[src/rtl/instruction_fetcher.sv]
// Fetch unit: holds the fetch PC, looks it up in a direct-mapped one-word-per-line
// instruction cache, refills misses from memory and pushes {instruction, pc} to the queue.
module instruction_fetcher #(
   parameter int unsigned ICACHE_INDEX_BITS = 4,
   parameter logic [31:0] RESET_PC          = 32'h0
) (
   input  logic        clk_in,
   input  logic        rst_in,
   input  logic        rdy_in,
   input  logic        roll_back,
   input  logic [31:0] roll_back_pc,
   input  logic        isq_is_full,
   output logic        instruction_ready,
   output logic [31:0] instruction_out,
   output logic [31:0] pc_out,
   output logic        mem_req,
   output logic [31:0] mem_addr,
   input  logic        mem_done,
   input  logic [31:0] mem_data
);

   localparam int unsigned LINES = 1 << ICACHE_INDEX_BITS;
   localparam int unsigned TAG_W = 32 - ICACHE_INDEX_BITS - 2;
   localparam logic [31:0] RESET_PC_W = {RESET_PC[31:2], 2'b00};

   typedef enum logic {
      RUN,
      MEM
   } state_t;

   state_t                       state;
   logic [31:0]                  pc;
   logic [LINES-1:0]             valid;
   logic [TAG_W-1:0]             tag_mem  [LINES];
   logic [31:0]                  data_mem [LINES];

   logic [ICACHE_INDEX_BITS-1:0] pc_idx;
   logic [ICACHE_INDEX_BITS-1:0] fill_idx;
   logic [TAG_W-1:0]             pc_tag;
   logic [TAG_W-1:0]             fill_tag;
   logic                         hit;
   logic                         fill;

   // Lookup uses the live fetch PC; refills are addressed by the outstanding request.
   assign pc_idx   = pc[ICACHE_INDEX_BITS+1:2];
   assign pc_tag   = pc[31:ICACHE_INDEX_BITS+2];
   assign fill_idx = mem_addr[ICACHE_INDEX_BITS+1:2];
   assign fill_tag = mem_addr[31:ICACHE_INDEX_BITS+2];
   assign hit      = valid[pc_idx] && (tag_mem[pc_idx] == pc_tag);
   assign fill     = (state == MEM) && mem_done;

   // Tag and data arrays need no reset: a line is only trusted once its valid bit is set.
   always_ff @(posedge clk_in) begin
      if (fill) begin
         tag_mem[fill_idx]  <= fill_tag;
         data_mem[fill_idx] <= mem_data;
      end
   end

   always_ff @(posedge clk_in or posedge rst_in) begin
      if (rst_in) begin
         state             <= RUN;
         pc                <= RESET_PC_W;
         valid             <= '0;
         instruction_ready <= 1'b0;
         instruction_out   <= 32'h0;
         pc_out            <= 32'h0;
         mem_req           <= 1'b0;
         mem_addr          <= 32'h0;
      end else begin
         instruction_ready <= 1'b0;

         // A response is always absorbed, even while paused or being redirected.
         if (fill) begin
            valid[fill_idx] <= 1'b1;
            mem_req         <= 1'b0;
            state           <= RUN;
         end

         if (roll_back) begin
            pc <= {roll_back_pc[31:2], 2'b00};
         end else if (rdy_in && (state == RUN)) begin
            if (hit) begin
               if (!isq_is_full) begin
                  instruction_ready <= 1'b1;
                  instruction_out   <= data_mem[pc_idx];
                  pc_out            <= pc;
                  pc                <= pc + 32'd4;
               end
            end else begin
               mem_req  <= 1'b1;
               mem_addr <= pc;
               state    <= MEM;
            end
         end
      end
   end

endmodule

[config.mk]
export PLATFORM = sky130hd
export DESIGN_NAME = instruction_fetcher
export DESIGN_NICKNAME = d
export VERILOG_FILES = /design/src/rtl/instruction_fetcher.sv
export SDC_FILE = /design/constraint.sdc
export NUM_CORES = 1
export LEC_CHECK = 0
export BUFFER_PORTS_ARGS = -buffer_cell sky130_fd_sc_hd__clkbuf_2
export CORE_MARGIN = 3
export CORE_UTILIZATION = 55
export DETAILED_ROUTE_END_ITERATION = 16
export MAX_ROUTING_LAYER = met4
export PLACE_DENSITY = 0.83
export RECOVER_POWER = 50
export REMOVE_ABC_BUFFERS = 1
export SKIP_LAST_GASP = 1
export SLEW_MARGIN = 30
export SYNTH_ARGS = -nofsm -noshare
export SYNTH_HDL_FRONTEND = slang
export SYNTH_SLANG_ARGS = --single-unit
[constraint.sdc]
create_clock -name clk_in -period 5.5 [get_ports clk_in]
set_clock_uncertainty 0.2 [all_clocks]
set_input_delay 0.275 -clock clk_in [delete_from_list [all_inputs] [get_ports clk_in]]
set_output_delay 0.275 -clock clk_in [all_outputs]
set_load 0.02 [all_outputs]
==> run_results.csv, run 1 <==
group,metric,value,unit
clocking,cts_root_buf,"clkbuf_16",
setup_path,worst-path-max-fanout,48,
yosys,yosys_warnings,0,
routing,num_vias,23300,
final_layout,drive_above_1_share,27.7,%
setup_path,worstRegToRegCells,11,
grt,grtUsageTotal,28.3,%
timing,final-setup-viol-count,0,
timing,hold_violations,0,
flow_run,drv_cap,1,
timing,maxSlewViolCount,51,
grt,grt_max_degree,61,
min_path,hp-start,"isq_is_full",
yosys,syn_avg_cell_area,20.1,um2
setup_path,worstPathBufferInverterCount,3,
yosys,netlist_instances,2106,
final_layout,fillers,4922,
setup_path,path_cells,"inv_1 -> mux2i_1 -> o221a_2 -> nor4_1 -> nand4_1 -> or4_1 -> or3_1 -> buf_4 -> o41ai_1 -> a31oi_1 -> dlygate4sd3_1",
setup_path,worstSetupPathType,"reg2reg",
min_path,hold_class,"in2reg",
setup_path,cpPeakStageDelay,0.99,ns
clocking,tritoncts,"done",
clocking,clk_latency,0.68,ns
min_path,holdPathStages,7,
clocking,cts.sinks,1069,
floorplanning,num_rows,101,
status,failed_checks,"max-capacitance violations, max-slew violations",
routing,drtAntennaViolNets,0,
setup_path,cp-start-kind,"flip-flop",
yosys,yosysMostFrequentCell,"edfxtp_1",
final_layout,design_area,48700,um2
yosys,netlist_area,42400,um2
yosys,synth.top_cell.area_share,65.7,%
pwr,leakage,0.0164,uW
yosys,synth.distinct_cells,71,
yosys,async_flop_share,13.2,%
floorplanning,initial_core_util,55.7,%
timing,whs,0.0625,ns
grt,grt_pass1_wl,162000,um
timing,min_period,5.49,ns
status,outcome,"finished with violations",
placed_design,place_hpwl,62200,um
routing,finalWirelength,109000,um
final_layout,multiInputGateArea,10400,um2
grt,grt_pass1_vias,24100,
pwr,power.density,374,nW/um2
yosys,synth_common_cells,"edfxtp_1, mux4_2, dfrtp_1",
timing,rsz0062_at_grt,"no",
yosys,synth_edf_count,928,
setup_path,reg2reg_to,"pc[15]$_DFFE_PP0P_",
placed_design,port_buffers,161,
setup_path,cp.required,5.84,ns
floorplanning,core,76200,um2
placed_design,finalWeightedCongestion,0.939,
setup_path,r2r_start,"pc[4]$_DFFE_PP0P_",
clocking,clockBufferDepth,3,
clocking,clk_pin_slew_worst_paths,0.06,ns
yosys,ys_ff_latch,1069,
clocking,cts_buffers,103,
setup_path,worst_path_max_delay_cell,"dfrtp_4",
pwr,ir_drop,270,uV
timing,maxSlewHeadroom,-100,%
floorplanning,die-area,80500,um2
grt,globalRouteOverflowTotal,0,
final_layout,utilization,63.9,%
grt,antenna_found_initial,4,
setup_path,crit_family,"simple AND/OR/NAND/NOR gates",
final_layout,area_growth,14.7,%
setup_path,crit_path_end_kind,"flip-flop",
yosys,yosys.area.top_type,"edfxtp_1",
min_path,min_to,"pc[23]$_DFFE_PP0P_",
routing,avgViaCountPerCell,6.58,
setup_path,crit_arrival,5.83,ns
timing,max_freq,182,MHz
routing,drt_first_pass_iters,6,
routing,drc_errors,0,
floorplanning,dieWidth,284,um
yosys,ys_seq_area_share,74.0,%
timing,fin_crit_sh,99.9,%
clocking,cts_max_level,3,
placed_design,placed_area,44700,um2
final_layout,regArea,31400,um2
routing,wl_per_cell,30.9,um
yosys,synthFlopType,"edfxtp_1",
yosys,synth_area_leaders,"edfxtp_1, mux4_2, dfrtp_1",
timing,worst_pin_slew,2.98,ns
floorplanning,die_height,284,um
final_layout,fin_nets,2484,
setup_path,r2r_slack,0.008,ns
floorplanning,ios,168,
routing,drt_iter0_markers,3128,
final cells by class:
| type | count | area share [%] |
|---|---|---|
| inverter | 21 | 0.165 |
| clock buffer | 158 | 6.01 |
| antenna | 4 | 0.0206 |
| timing repair buffer | 328 | 4.54 |
| sequential | 1069 | 64.5 |
| multi-input combinational | 890 | 21.4 |
| clock inverter | 36 | 0.697 |
| tap | 1030 | 2.65 |
placed cells by master (no fill, tap or decap), types with 16 or more instances in the layout:
cell type | Yosys | layout
o21ai_0 | 25 | 25
buf_4 | 17 | 82
inv_1 | 19 | 18
a31oi_1 | 26 | 26
mux2i_1 | 101 | 101
nand3_1 | 26 | 26
clkinv_2 | 0 | 16
clkbuf_1 | 51 | 138
nand2_1 | 50 | 50
dlygate4sd3_1 | 0 | 75
edfxtp_1 | 928 | 928
clkbuf_16 | 0 | 103
a22oi_1 | 17 | 17
mux2_2 | 105 | 105
mux4_2 | 237 | 237
dfrtp_1 | 141 | 137
nand4_1 | 16 | 16
or2_2 | 16 | 16
nor3_1 | 23 | 19
nor2_1 | 59 | 47
clkbuf_2 | 0 | 66
timing repair:
action                     in CTS  in global routing
hold endpoints to repair      593                  0
hold buffers                   75                  0
setup endpoints to repair       0                  2
gates resized for setup         0                  1
buffers inserted                0                  5
state kept, by name (all words and copies together), names as in the netlist:
name,count
data_mem,512
instruction_out,32
instruction_ready,1
mem_addr,30
mem_req,1
pc,30
pc_out,30
state,1
tag_mem,416
valid,16
worst max-delay path by stage:
stage / slack, ns / start / endpoint / depth (start not counted)
2_1_floorplan: -11.47 / pc[2]$_DFFE_PP0P_ / pc_out[2]$_DFFE_PP0P_ / 9
3_3_place_gp: 0.49 / pc[3]$_DFFE_PP0P_ / instruction_out[20]$_DFFE_PP0P_ / 11
3_5_place_dp: 0.44 / pc[3]$_DFFE_PP0P_ / instruction_out[6]$_DFFE_PP0P_ / 11
4_1_cts: 0.12 / pc[3]$_DFFE_PP0P_ / pc[15]$_DFFE_PP0P_ / 12
5_1_grt: 0.04 / pc[2]$_DFFE_PP0P_ / pc[15]$_DFFE_PP0P_ / 12
6_report: 0.008 / pc[4]$_DFFE_PP0P_ / pc[15]$_DFFE_PP0P_ / 11
per-stage QoR:
step	TNS, ns	worst slack [ns]	power [uW]	cells
2_1_floorplan	-1202.49	-11.47	11000	1980
3_3_place_gp	0	0.493	11400	3258
3_5_place_dp	0	0.435	11500	3258
4_1_cts	0	0.115	18300	3527
5_1_grt	0	0.0393	18800	3536
6_report	0	0.00807	18200	3536
where the power goes:
part           switching [uW]  total [uW]  internal [uW]
clock                    2960        6790           3820
sequential                452        9760           9310
combinational             940        1680            740
total                    4360       18200          13900
per-layer routing:
layer	track usage [%]	vias to the layer above	wire length [um]
met3	4.92	362	10500
li1	-	9313	-
met2	44.9	1580	54200
met1	36.9	12000	39400
met5	-	-	0
met4	11.6	0	5200
cell families (layout without fill, tap and decap cells):
| kind of cell | Yosys count | after routing | synth area share (%) |
|---|---|---|---|
| DFF | 1069 | 1069 | 74.0 |
| muxes | 446 | 446 | 17.9 |
| and+or+nand+nor | 257 | 257 | 3.09 |
| AOI/OAI and AO/OA | 165 | 165 | 2.80 |
| buffers and inverters | 150 | 543 | 1.75 |
| xor gates and xnor gates | 17 | 17 | 0.351 |
| adders and majority gates | 1 | 1 | 0.0295 |
| other | 1 | 8 | 0.00884 |
worst register-to-register path, cell delays in order, from the launching register on:
cell and delay (ns):
dfrtp_4 0.99, inv_1 0.55, mux2i_1 0.23, o221a_2 0.28, nor4_1 0.47, nand4_1 0.26, or4_1 0.61, or3_1 0.42
buf_4 0.24, o41ai_1 0.39, a31oi_1 0.14, dlygate4sd3_1 0.60
Note: power is estimated with default switching activity, not from simulation.
==> inputs of run 2 (changes only) <==
Settings changed: CELL_PAD_IN_SITES_DETAIL_PLACEMENT set to 0, CELL_PAD_IN_SITES_GLOBAL_PLACEMENT set to 1, CORE_UTILIZATION 55 to 49, PLACE_DENSITY 0.83 to 0.84.
==> run 2 against run 1 <==
Compared with the run above:
- the run still ends with max-capacitance violations, max-slew violations left
- register-to-register slack improved by 0.20 ns
- maximum frequency increased by 3.7%
- die area increased by 12%
- combinational power about the same
- first-iteration DRC count decreased by 9.0%
- sequential cell count unchanged
==> run_results.csv, run 2 (synthesis gave the netlist of run 1 again) <==
group,metric,value,unit
setup_path,cp-start-kind,"flip-flop",
pwr,leakage,0.0165,uW
setup_path,crit_arrival,5.64,ns
timing,max_freq,189,MHz
timing,final-setup-viol-count,0,
pwr,power.density,381,nW/um2
grt,grt_max_degree,85,
timing,maxSlewViolCount,85,
routing,num_vias,22700,
timing,maxSlewHeadroom,-157,%
final_layout,fin_nets,2474,
setup_path,reg2reg_to,"pc[15]$_DFFE_PP0P_",
setup_path,cp-startpoint,"pc[4]$_DFFE_PP0P_",
pwr,power.internal,14300,uW
routing,drt_iter0_markers,2846,
routing,wl_per_cell,29.4,um
floorplanning,num_rows,107,
setup_path,r2r_start,"pc[4]$_DFFE_PP0P_",
final_layout,drive_above_1_share,28.9,%
setup_path,worstSetupPathType,"reg2reg",
clocking,cts.sinks,1069,
pwr,ir_drop,269,uV
timing,worst_pin_slew,3.85,ns
setup_path,crit_path_end_kind,"flip-flop",
routing,drt_first_pass_iters,6,
final_layout,fin_cells,3636,
clocking,cts_buffers,101,
setup_path,cp.required,5.84,ns
setup_path,crit_path_frequent_cell,"buf_4",
pwr,switching_share,23.7,%
floorplanning,initial_core_util,49.6,%
timing,layout_setup_ws,0.205,ns
grt,globalRouteOverflowTotal,0,
pwr,p_switching,4430,uW
placed_design,finalWeightedCongestion,0.922,
grt,grtUsageTotal,24.5,%
clocking,clockBufferDepth,3,
setup_path,worstRegToRegCells,12,
setup_path,cpPeakStageDelay,0.75,ns
timing,fin_crit_sh,96.3,%
flow_run,drv_cap,1,
clocking,tritoncts,"done",
clocking,clk_latency,0.67,ns
final_layout,layout_common_cells,"edfxtp_1, mux4_2, dfrtp_1, mux2_2",
final_layout,area_growth,15.8,%
timing,finalSetupTns,0,ns
clocking,clk_pin_slew_worst_paths,0.07,ns
floorplanning,die-area,90100,um2
floorplanning,ios,168,
setup_path,worst-path-max-fanout,33,
timing,rsz0062_at_grt,"no",
setup_path,r2r_slack,0.21,ns
grt,grt_pass1_vias,23100,
final_layout,biggestRegsByFlops,"data_mem (512), tag_mem (416), instruction_out (32)",
placed_design,place_hpwl,61100,um
placed_design,pre_cts_ws,0.376,ns
grt,grt_pass1_wl,157000,um
min_path,holdPathStages,7,
floorplanning,dieWidth,300,um
pwr,pwr-share-clk,39.0,%
pwr,pwr-share-seq,52.0,%
clocking,cts_root_buf,"clkbuf_16",
floorplanning,die_height,300,um
routing,finalWirelength,107000,um
placed_design,port_buffers,161,
final_layout,regMostFlops,"data_mem",
floorplanning,core,85500,um2
final_layout,final_common_cell,"edfxtp_1",
min_path,hp-start,"isq_is_full",
routing,avgViaCountPerCell,6.24,
timing,whs,0.0560,ns
setup_path,crit_family,"compound AO/OA/AOI/OAI gates",
placed_design,dpl.cell_count,3366,
status,outcome,"finished with violations",
setup_path,worstPathBufferInverterCount,3,
setup_path,worst_path_max_delay_cell,"dfrtp_4",
pwr,power_frac_comb,9.1,%
final_layout,largest_register_ffs,512,
min_path,hold_class,"in2reg",
clocking,cts_max_level,3,
status,failed_checks,"max-capacitance violations, max-slew violations",
setup_path,path_cells,"buf_4 -> mux2i_1 -> a22oi_1 -> a211oi_1 -> a2111oi_0 -> nand4_1 -> or4_1 -> or3_1 -> buf_4 -> o41ai_1 -> a31oi_1 -> dlygate4sd3_1",
min_path,min_to,"pc[23]$_DFFE_PP0P_",
timing,hold_violations,0,
timing,min_period,5.29,ns
routing,drtAntennaViolNets,0,
routing,drc_errors,0,
grt,antenna_found_initial,2,
run 2: metrics by stage:
stage / util, % / cell area [um2] / total power, uW
floorplan: - / 41800 / 11000
global placement: 52.4 / 44800 / 11400
detailed placement: 52.4 / 44900 / 11500
CTS: 57.4 / 49100 / 18800
global route: 57.4 / 49100 / 19300
finish: 57.4 / 49100 / 18700
run 2: worst max path at each step:
stage,cells after the start,end
4_1_cts,12,pc[15]$_DFFE_PP0P_
3_5_place_dp,11,pc_out[17]$_DFFE_PP0P_
6_report,12,pc[15]$_DFFE_PP0P_
3_3_place_gp,11,pc_out[17]$_DFFE_PP0P_
2_1_floorplan,9,pc_out[2]$_DFFE_PP0P_
5_1_grt,12,pc[15]$_DFFE_PP0P_
run 2: power by group through the flow:
stage          Sequential [uW]  Combinational, uW  Clock (uW)
6_report                  9730               1690        7290
5_1_grt                   9770               1800        7710
4_1_cts                   9740               1660        7380
3_5_place_dp              9910               1600           0
3_3_place_gp              9860               1570           0
2_1_floorplan             9900               1070           0
run 2: timing repair:
item                                    CTS  global route
buffers inserted                          0             8
resized for setup                         0             4
endpoints found under the hold margin   627             0
endpoints found under the setup margin    0             2
hold buffers                             70             0
run 2: worst register-to-register path, stage by stage (launching register included):
cell           delay [ns]
dfrtp_4              0.75
buf_4                0.58
mux2i_1              0.17
a22oi_1              0.28
a211oi_1             0.16
a2111oi_0            0.43
nand4_1              0.19
or4_1                0.60
or3_1                0.43
buf_4                0.26
o41ai_1              0.43
a31oi_1              0.13
dlygate4sd3_1        0.59
run 2: routing by layer:
layer / up-vias / track usage [%] / part of all wire (%)
met4: 0 / 7.82 / 3.2
met3: 228 / 4.34 / 9.4
met1: 11900 / 33.4 / 39
li1: 9271 / - / -
met2: 1266 / 38.2 / 48
met5: - / - / 0
run 2: final cells by class:
cell class                      instances  area (um2)
Fill cell                            6137       36400
Sequential cell                      1069       31400
Multi-Input combinational cell        890       10400
Clock buffer                          134        2800
Timing Repair Buffer                  320        2260
Tap cell                             1144        1430
Clock inverter                         57         723
Inverter                               21        78.8
Antenna cell                            1        2.50
==> inputs of run 3 (changes only) <==
Settings changed: CTS_CLUSTER_SIZE set to 16, RECOVER_POWER 50 to 100.
==> run 3 against run 2 <==
Compared with the run above:
- the flow still finishes with violations (max-capacitance violations, max-slew violations)
- clock-buffer cell count unchanged
- global-route usage unchanged
- hold slack better by 0.0028 ns
- cell area down 0.70%
- setup slack worse by 0.073 ns
- critical path type unchanged
- largest cell class unchanged
==> run_results.csv, run 3 (synthesis gave the netlist of run 1 again) <==
group,metric,value,unit
status,outcome,"finished with violations",
status,failed_checks,"max-capacitance violations, max-slew violations",
min_path,hold_class,"in2reg",
clocking,cts_buffers,101,
clocking,clockBufferDepth,3,
setup_path,worst-path-max-fanout,26,
setup_path,cp-start-kind,"flip-flop",
setup_path,r2r_slack,0.13,ns
routing,drtAntennaViolNets,0,
setup_path,worst_path_max_delay_cell,"dfrtp_4",
final_layout,biggestRegsByFlops,"data_mem (512), tag_mem (416), instruction_out (32)",
routing,num_vias,22600,
clocking,cts_max_level,3,
timing,min_period,5.37,ns
timing,finalSetupTns,0,ns
grt,globalRouteOverflowTotal,0,
routing,wl_per_cell,29.4,um
final_layout,fin_nets,2474,
timing,final-setup-viol-count,0,
floorplanning,die_height,300,um
routing,drt_first_pass_iters,6,
setup_path,cp.required,5.85,ns
placed_design,place_hpwl,61100,um
min_path,min_to,"pc[23]$_DFFE_PP0P_",
placed_design,finalWeightedCongestion,0.922,
setup_path,worstSetupPathType,"reg2reg",
timing,rsz0062_at_grt,"no",
placed_design,port_buffers,161,
min_path,hp-start,"isq_is_full",
setup_path,crit_arrival,5.71,ns
final_layout,layout_common_cells,"edfxtp_1, mux4_2, clkbuf_1, dfrtp_1, mux2_2",
pwr,ir_drop,268,uV
routing,finalWirelength,107000,um
setup_path,cpPeakStageDelay,0.75,ns
timing,fin_crit_sh,97.6,%
grt,grt_pass1_vias,23100,
timing,maxSlewViolCount,681,
clocking,cts.sinks,1069,
min_path,holdPathStages,7,
routing,drt_iter0_markers,2753,
setup_path,r2r_start,"pc[4]$_DFFE_PP0P_",
final_layout,regMostFlops,"data_mem",
final_layout,largest_register_ffs,512,
final_layout,area_growth,15.0,%
routing,drc_errors,0,
floorplanning,initial_core_util,49.6,%
grt,grtUsageTotal,24.5,%
grt,antenna_found_initial,2,
final_layout,drive_above_1_share,25.7,%
pwr,leakage,0.0163,uW
pwr,finalPower,18700,uW
setup_path,crit_path_end_kind,"flip-flop",
timing,hold_violations,0,
routing,avgViaCountPerCell,6.22,
setup_path,reg2reg_to,"mem_addr[15]$_DFFE_PP0P_",
clocking,cts_root_buf,"clkbuf_16",
final_layout,final_common_cell,"edfxtp_1",
final_layout,utilization,57.0,%
floorplanning,ios,168,
timing,max_freq,186,MHz
flow_run,drv_cap,20,
grt,grt_max_degree,85,
floorplanning,die-area,90100,um2
clocking,clk_pin_slew_worst_paths,0.06,ns
grt,grt_pass1_wl,157000,um
timing,worst_pin_slew,3.89,ns
setup_path,worstRegToRegCells,12,
clocking,tritoncts,"done",
clocking,clk_latency,0.68,ns
timing,maxSlewHeadroom,-159,%
setup_path,path_cells,"buf_4 -> mux2i_1 -> a22oi_1 -> a211oi_1 -> a2111oi_0 -> nand4_1 -> or4_1 -> nor3_1 -> clkbuf_1 -> a2111oi_1 -> clkbuf_2 -> mux2_2",
floorplanning,dieWidth,300,um
floorplanning,num_rows,107,
floorplanning,core,85500,um2
pwr,power.density,383,nW/um2
==> run 3: worst max-delay path: cells and delay by family, from the launching register on <==
kind	cells	cell delay, ns
AOI/OAI and AO/OA	4	1.06
muxes	2	0.56
buffers and inverters	3	1.46
and+or+nand+nor	3	1.14
DFF	1	0.75
==> run 3: area by class of cell <==
cell class | instances | area [um2]
Antenna cell | 2 | 5.00
Clock buffer | 134 | 2800
Clock inverter | 57 | 723
Fill cell | 6226 | 36800
Inverter | 21 | 78.8
Multi-Input combinational cell | 890 | 10300
Sequential cell | 1069 | 31400
Tap cell | 1144 | 1430
Timing Repair Buffer | 320 | 2010
==> run 3: stage by stage <==
step                cell area [um2]  hold WS, ns  worst slack [ns]  instances
floorplan                     41800        0.141            -11.47       1980
global placement              44800        0.246             0.522       3364
detailed placement            44900        0.247             0.376       3366
CTS                           49100      0.00962            0.0937       3627
global route                  48800        0.113            0.0317       3636
finish                        48800       0.0588             0.132       3637
==> run 3: how the worst max path moves through the flow <==
| stage | to | startpoint | cells past startpoint |
|---|---|---|---|
| 6_report | mem_addr[15]$_DFFE_PP0P_ | pc[4]$_DFFE_PP0P_ | 12 |
| 2_1_floorplan | pc_out[2]$_DFFE_PP0P_ | pc[2]$_DFFE_PP0P_ | 9 |
| 3_3_place_gp | pc_out[17]$_DFFE_PP0P_ | pc[3]$_DFFE_PP0P_ | 11 |
| 5_1_grt | mem_addr[15]$_DFFE_PP0P_ | pc[2]$_DFFE_PP0P_ | 12 |
| 3_5_place_dp | pc_out[17]$_DFFE_PP0P_ | pc[4]$_DFFE_PP0P_ | 11 |
| 4_1_cts | pc[15]$_DFFE_PP0P_ | pc[4]$_DFFE_PP0P_ | 12 |
==> run 3: layer usage <==
metal	global-route usage, %	part of all wire (%)	up-vias
met5	-	0	-
met4	7.82	3.4	0
met3	4.34	9.1	237
met2	38.2	48	1251
met1	33.4	39	11900
li1	-	-	9276
==> run 3: what timing repair did <==
item | 4_1_cts | 5_1_grt
hold buffers | 70 | 0
resized for setup | 0 | 4
endpoints found under the hold margin | 627 | 0
buffers inserted | 0 | 8
endpoints found under the setup margin | 0 | 2
==> run 3: power by group <==
group | internal, uW | switching, uW | leakage (uW)
sequential | 9310 | 420 | 0.0101
combinational | 717 | 944 | 0.00443
clock | 4230 | 3060 | 0.00172
total | 14300 | 4420 | 0.0163
